==> src/rtl/sat_counter.sv <==
// Saturating up-counter with synchronous clear.
//   clk     : rising-edge clock
//   rst_n   : asynchronous active-low reset, clears the count
//   clr_i   : synchronous clear
//   inc_i   : increment request
//   count_o : current count; sticks at all-ones, never wraps
// When clr_i and inc_i arrive together the count becomes 1, so the event
// that coincides with the clear is still counted.
module sat_counter #(
    parameter int W = 8
) (
    input  logic         clk,
    input  logic         rst_n,
    input  logic         clr_i,
    input  logic         inc_i,
    output logic [W-1:0] count_o
);

    logic [W-1:0] count_q;
    logic [W-1:0] count_d;

    always_comb begin
        count_d = count_q;
        if (clr_i) begin
            count_d = inc_i ? W'(1) : '0;
        end else if (inc_i && (count_q != '1)) begin
            count_d = count_q + 1'b1;
        end
    end

    always_ff @(posedge clk or negedge rst_n) begin
        if (!rst_n) begin
            count_q <= '0;
        end else begin
            count_q <= count_d;
        end
    end

    assign count_o = count_q;

endmodule

==> config.mk <==
export PLATFORM = sky130hd
export DESIGN_NAME = sat_counter
export DESIGN_NICKNAME = d
export VERILOG_FILES = /design/src/rtl/sat_counter.sv
export SDC_FILE = /design/constraint.sdc
export NUM_CORES = 1
export LEC_CHECK = 0
export BUFFER_PORTS_ARGS = -buffer_cell sky130_fd_sc_hd__buf_2
export CAP_MARGIN = 20
export CORE_AREA = 2 2 39 41
export CTS_CLUSTER_SIZE = 30
export DETAILED_ROUTE_END_ITERATION = 7
export DIE_AREA = 0 0 41 43
export HOLD_SLACK_MARGIN = 0.12
export PLACE_DENSITY = 0.66
export SLEW_MARGIN = 20
export SYNTH_ARGS = -nofsm -noshare
export SYNTH_HDL_FRONTEND = slang
export SYNTH_SLANG_ARGS = --single-unit
==> constraint.sdc <==
create_clock -name clk -period 1.8 [get_ports clk]
set_input_delay 0.09 -clock clk [delete_from_list [all_inputs] [get_ports clk]]
set_output_delay 0.09 -clock clk [all_outputs]
set_load 0.01 [all_outputs]
### After elaboration in Yosys (flattened, before gate mapping)

Index checks and enable logic that the tools add are counted.

| word-level totals | value |
|---|---|
| register bits after elaboration | 8 |
| bits in latches | 0 |
| bits in writable memories | 0 |
| bits in read-only memories | 0 |
| output and inout port bits | 8 |
| word-level logic and storage cells | 8 |
| memories kept | 0 |

| operators by class | value |
|---|---|
| add/sub/neg operators | 1 |
| multipliers | 0 |
| div/mod/pow operators | 0 |
| $lt $le $gt $ge | 0 |
| equality and inequality tests | 1 |
| shift operators | 0 |
| mux-type cells | 3 |
| bitwise operators | 0 |
| reductions and logical operators | 2 |

Operators with widths:

| cell | count |
|---|---|
| two-way mux 8 bit | 2 |
| adder 8 x 1 -> 8 bit (second input constant) | 1 |
| inequality test 8 bit (second input constant) | 1 |
| nonzero test 2 bit | 1 |
| logical AND 1 bit | 1 |
| two-way mux 1 bit | 1 |

### Logic depth before layout (Yosys ltp)

Gate-level depths: netlist of the first run.

| depth | value |
|---|---|
| word-level depth | 4 |
| gate-level depth with buffers | 4 |
| gate-level depth less buffers | 4 |

### Worst setup path before layout of the first run

Ideal clock, no wire load.

| path | value |
|---|---|
| path kind | reg-to-reg |
| start | reg count_q[0], in the netlist count_o[0] |
| end | reg count_q[5], in the netlist count_o[5] |
| library setup time | 132 ps |
| arrival | 1,295 ps |
| data required time | 1,668 ps |
| setup slack | 373 ps |
| stages on the path, launching flop included | 5 |
| buffers on the path | 0 |
| period minus slack after synthesis | 1,427 ps |
| cell sequence | dfrtp_1 > ha_1 > and3_1 > a2111oi_2 > nor3b_1 |

| on the way | value |
|---|---|
| word-level cells in the longest chain between the ends | 3 |
| elaborated cells on any way between the ends | 6 |

RTL lines:

| item | RTL line | source |
|---|---|---|
| from (decl) | 19 | `logic [W-1:0] count_q;` |
| from (signal assigned) | 35 | `count_q <= count_d;` |
| adder 8 x 1 -> 8 bit / inequality test 8 bit (equally long branches) | 27, 26 |  |
| two-way mux 8 bit / logical AND 1 bit (equally long branches) | 26 | `end else if (inc_i && (count_q != '1)) begin` |
| two-way mux 8 bit / nonzero test 2 bit (equally long branches) | - |  |

Several ways; a longest one is shown, not always the timed one. The select of a mux whose other input is x is not followed.
A chain may end at the register's enable or synchronous reset.

### Worst setup path after layout of the first run

Same ends and word-level chain as after synthesis.

==> results.tsv, run 1 <==
metric	value	unit
Hold Fails Final Rpt	0	
Synth area leader	dfrtp_1	
Tot GR Track Use	0.156	
Antenna Cells	0	
placed cell count	72	
unrepaired setup endpoints after global routing	no	
Combinational Power Share	0.119	
crit path kind	reg -> reg	
CP arrival	1.63	ns
initial DRC count	2	
CTS Buf Count	3	
post-synth cell types	27	
EDFF count, synth	0	
Sw Ratio	0.264	
FF-to-FF setup slack	0.31	ns
FP Rows	14	
leakage	0.000265	uW
most frequent cell after synthesis	dfrtp_1	
Largest delay share family, worst path	flip-flops	
Final Routed Wirelength	1100	microns
Layout Cells excl Fill	77	
Slew @ Worst Pin	0.289	ns
clk_skew	0.00423	ns
GPL Wtd Cong	0.674	
post-synthesis instance total	47	
Startpoint Class	flip-flop	
vias in the first global route	431	
Multi-input gate area	254	sq um
Period minus WS final	1.49	ns
post-route clock period utilization	0.828	
Buffers & Inverters on Critical Path	0	
Crit Path Max Fanout	5	
Post-synth top flop	dfrtp_1	
reg-to-reg startpoint	count_o[0]$_DFFE_PN0P_	
min-delay src	inc_i	
sequential element share of the synthesized area	0.423	
switching pwr	102	uW
DRT Pass-1 Iters	2	
post-CTS sizing	0	
Residual DRC	0	
Crit path largest cell delay	0.43	ns
top cells by area, synth	dfrtp_1, a21oi_1, nand2b_1	
postcts setup bufs	0	
share of the synthesized area in the top cell type	0.423	
Final setup viols	0	
flops & latches, synth	8	
H-tree Lvls	1	
setup tns final	0	ns
Worst VDD drop	0.256	mV
FF/Latch Area	200	sq um
clock network power share	0.373	
Worst Hold Endpoint	count_o[0]$_DFFE_PN0P_	
syn avg cell area	10.1	sq um
area grow syn2layout	22.5	%
Root Driver	clkbuf_4	
clock tree sinks	8	
average wire per standard cell	14.3	microns
reg2reg end	count_o[5]$_DFFE_PN0P_	
vias per cell	5.56	
CTS max path bufs	2	
global-route wire length before repair	1810	microns
Crit. path cell count	4	
CP Data Required Time	1.94	ns
layout cell share with drive strength beyond 1	0.311	
CP Cell Sequence	ha_1, and3_1, a2111oi_2, nor3b_1	
R2R depth	4	
Yosys warnings	0	
dpl hpwl	826	microns
Ports	12	
Slew headroom	0.807	
Synth top cells by count	dfrtp_1, a21oi_1, nand2b_1	
gr ovfl total	0	
Filler Cells Inserted	145	
fmax	671	MHz
Seq pwr share	0.508	
DRT antenna net count	0	
crit end category	flip-flop	
Post-Syn Nets	52	
pin count of the biggest net entering global routing	12	
power per cell area	666	mW/mm^2
initial antenna violation count	0	
clock-pin transition on the worst setup and hold timing paths	0.06	ns
Die X	41	microns
Skew-Pair Late Insertion Delay	0.26	ns
worst hold path type	in -> reg	
Internal Power	284	uW
Die Height	43	microns
hold-fix buffers at CTS	2	
worst hold path cell count	3	
Critical-path top delay cell	dfrtp_1	
port bufs	11	
CTS tree	done	
max-cap viol count	0	
full die area	0.00176	sq mm
Final nets	68	
vias	428	
run status	complete, no violations	
Starting Density	0.342	
final max-slew violation count	0	
core area	0.00138	sq mm
Largest register FFs	8	
Post-synth ARST share	1.00	
Syn Std Cell Area	473	sq um
==> cells by family after synthesis <==
logic type	share of synthesized area
buffers and inverters	0.0397
flip-flops	0.423
adder cells (fa/ha/maj)	0.0265
AO/OA/AOI/OAI	0.233
AND/OR/NAND/NOR	0.257
multiplexers	0.0212
==> layout by cell type, fill, tap and decap left out, types with 2 or more instances in the layout <==
cell type,count
o21ai_0,2
nand2_1,3
buf_2,11
nand2b_1,4
inv_1,2
dlygate4sd3_1,2
and3_1,2
a21oi_1,5
or3_1,2
clkbuf_4,3
dfrtp_1,8
==> power by group through the flow <==
| stage | sequential, uW | clock (uW) | combinational [uW] |
|---|---|---|---|
| 3_5_place_dp | 199 | 0 | 43.6 |
| 3_3_place_gp | 198 | 0 | 41.9 |
| 5_1_grt | 197 | 156 | 51.8 |
| 6_report | 196 | 144 | 46.0 |
| 2_1_floorplan | 201 | 0 | 19.5 |
| 4_1_cts | 196 | 146 | 47.1 |
==> per-layer routing <==
metal	wire length, microns	global-route usage	vias to the layer above
li1	-	-	212
met1	466	0.162	201
met2	553	0.259	11
met3	47	0.0366	4
met4	32	0.100	0
met5	0	0	-
==> stage by stage <==
stage	hold WS, ns	total power (uW)	instance area [sq um]	worst slack [ns]	utilization
global route	0.171	405	579	0.232	0.419
global placement	-0.0563	240	537	0.384	0.388
CTS	0.152	389	579	0.313	0.419
floorplan	-0.206	220	473	0.373	-
finish	0.151	386	579	0.309	0.419
detailed placement	-0.0523	243	537	0.317	0.388
==> how the worst max path moves through the flow <==
stage	slack [ns]	start	end
after floorplan	0.37	count_o[0]$_DFFE_PN0P_	count_o[5]$_DFFE_PN0P_
after global placement	0.38	count_o[0]$_DFFE_PN0P_	count_o[5]$_DFFE_PN0P_
after detailed placement	0.32	count_o[0]$_DFFE_PN0P_	count_o[5]$_DFFE_PN0P_
after CTS	0.31	count_o[0]$_DFFE_PN0P_	count_o[5]$_DFFE_PN0P_
after global routing	0.23	count_o[0]$_DFFE_PN0P_	count_o[5]$_DFFE_PN0P_
final	0.31	count_o[0]$_DFFE_PN0P_	count_o[5]$_DFFE_PN0P_
==> worst min-delay path: cells and delay by family <==
kind,cells,cell delay [ns]
AOI/OAI and AO/OA,1,0.08
and+or+nand+nor,1,0.06
buffers and inverters,1,0.12
==> area by class of cell <==
cell class | count | share of cell area
multi-input cells | 35 | 0.438
flip-flops and latches | 8 | 0.346
repair buffers | 13 | 0.130
clock buffers | 3 | 0.0389
well taps | 16 | 0.0346
inverters | 2 | 0.0130
(Power assumes the default switching activity.)
==> inputs of run 2 (changes only) <==
==> constraint.sdc (replaced) <==
create_clock -name clk -period 1.4 [get_ports clk]
set_input_delay 0.07 -clock clk [delete_from_list [all_inputs] [get_ports clk]]
set_output_delay 0.07 -clock clk [all_outputs]
set_load 0.01 [all_outputs]
==> results.tsv, run 2 (synthesized netlist as in run 1, its figures left out) <==
metric	value	unit
run status	complete, no violations	
vias in the first global route	405	
gr ovfl total	0	
area grow syn2layout	36.0	%
Critical-path top delay cell	dfrtp_2	
DRT antenna net count	0	
R2R depth	4	
Startpoint Class	flip-flop	
Slew headroom	0.797	
setup tns final	0	ns
pin count of the biggest net entering global routing	12	
Residual DRC	0	
Skew-Pair Late Insertion Delay	0.26	ns
leakage	0.000285	uW
vias	446	
crit end category	flip-flop	
layout cell share with drive strength beyond 1	0.394	
reg2reg end	count_o[5]$_DFFE_PN0P_	
initial DRC count	10	
CP Data Required Time	1.54	ns
reg-to-reg startpoint	count_o[0]$_DFFE_PN0P_	
FP Rows	14	
Buffers & Inverters on Critical Path	0	
Root Driver	clkbuf_4	
full die area	0.00176	sq mm
Largest delay share family, worst path	flip-flops	
Slew @ Worst Pin	0.305	ns
most frequent cells in the layout	buf_2, dfrtp_1, a21oi_1, nand2b_1	
unrepaired setup endpoints after global routing	no	
clock-pin transition on the worst setup and hold timing paths	0.06	ns
Ports	12	
Final setup viols	0	
initial antenna violation count	0	
crit path kind	reg -> reg	
DRT Pass-1 Iters	3	
CP arrival	1.47	ns
Crit path largest cell delay	0.40	ns
CTS tree	done	
final max-slew violation count	0	
core area	0.00138	sq mm
postcts setup bufs	0	
average wire per standard cell	14.0	microns
Period minus WS final	1.33	ns
Largest register FFs	8	
Final nets	72	
Die X	41	microns
dpl hpwl	798	microns
Antenna Cells	0	
global-route wire length before repair	1840	microns
post-route clock period utilization	0.949	
power per cell area	795	mW/mm^2
worst setup margin	0.0709	ns
Tot GR Track Use	0.164	
H-tree Lvls	1	
worst hold path type	in -> async	
pre-CTS WS	0.0201	ns
commonest non-fill, non-tap cell in the layout	buf_2	
vias per cell	5.44	
clk_skew	0.00688	ns
port bufs	11	
Worst VDD drop	0.337	mV
Final Routed Wirelength	1150	microns
Starting Density	0.342	
Die Height	43	microns
Crit Path Max Fanout	5	
CTS Buf Count	3	
fmax	752	MHz
max-cap viol count	0	
CTS max path bufs	2	
CP Cell Sequence	ha_1, and3_4, a2111oi_4, nor3b_2	
clock tree sinks	8	
FF-to-FF setup slack	0.07	ns
Filler Cells Inserted	129	
GPL Wtd Cong	0.768	
Hold Fails Final Rpt	0	
-- run 2: power breakdown --
part | switching (uW) | internal, uW
Combinational | 38.5 | 37.0
Clock | 80.1 | 109
Sequential | 6.09 | 241
Total | 125 | 387
-- run 2: timing repair --
item	in CTS	in global routing
pin swaps	0	1
endpoints found under the hold margin	12	0
setup endpoints to repair	1	3
hold buffers	3	0
gates resized for setup	2	1
cloned	0	0
-- run 2: worst reg2reg max path: cells and delay by family, from the launching register on --
family / cells / cell delay (ns)
flip-flops: 1 / 0.40
AO/OA/AOI/OAI: 1 / 0.30
AND/OR/NAND/NOR: 2 / 0.29
adder cells (fa/ha/maj): 1 / 0.22
-- run 2: worst max path at each step --
stage	start	end	slack, ns	cells after the start
after CTS	count_o[0]$_DFFE_PN0P_	count_o[1]$_DFFE_PN0P_	0.01	4
after global routing	count_o[0]$_DFFE_PN0P_	count_o[6]$_DFFE_PN0P_	0.01	4
after detailed placement	count_o[0]$_DFFE_PN0P_	count_o[5]$_DFFE_PN0P_	0.02	4
after global placement	count_o[0]$_DFFE_PN0P_	count_o[5]$_DFFE_PN0P_	0.07	4
final	count_o[0]$_DFFE_PN0P_	count_o[5]$_DFFE_PN0P_	0.07	4
after floorplan	count_o[0]$_DFFE_PN0P_	count_o[5]$_DFFE_PN0P_	0.02	4
-- run 2: layout make-up --
class	instances	area (sq um)	area share
Clock buffer	4	26.3	0.0409
Inverter	2	7.51	0.0117
Multi-Input combinational cell	35	280	0.436
Sequential cell	8	201	0.313
Tap cell	16	20.0	0.0311
Timing Repair Buffer	17	108	0.167
-- run 2: through the flow --
step | power (uW) | utilization | instance area (sq um) | cells | hold WS (ns)
finish | 511 | 0.465 | 643 | 82 | 0.187
global route | 549 | 0.465 | 643 | 82 | 0.210
CTS | 520 | 0.462 | 639 | 82 | 0.174
detailed placement | 320 | 0.409 | 566 | 75 | -0.0783
global placement | 319 | 0.409 | 566 | 75 | -0.0763
floorplan | 284 | - | 479 | 47 | -0.226
-- run 2: metal layers --
metal  share of wire  GRT usage  up-vias
met1            0.42      0.182      214
met4           0.023     0.0800        0
li1                -          -      218
met3           0.039     0.0785        4
met2            0.52      0.250       10
met5               0          0        -
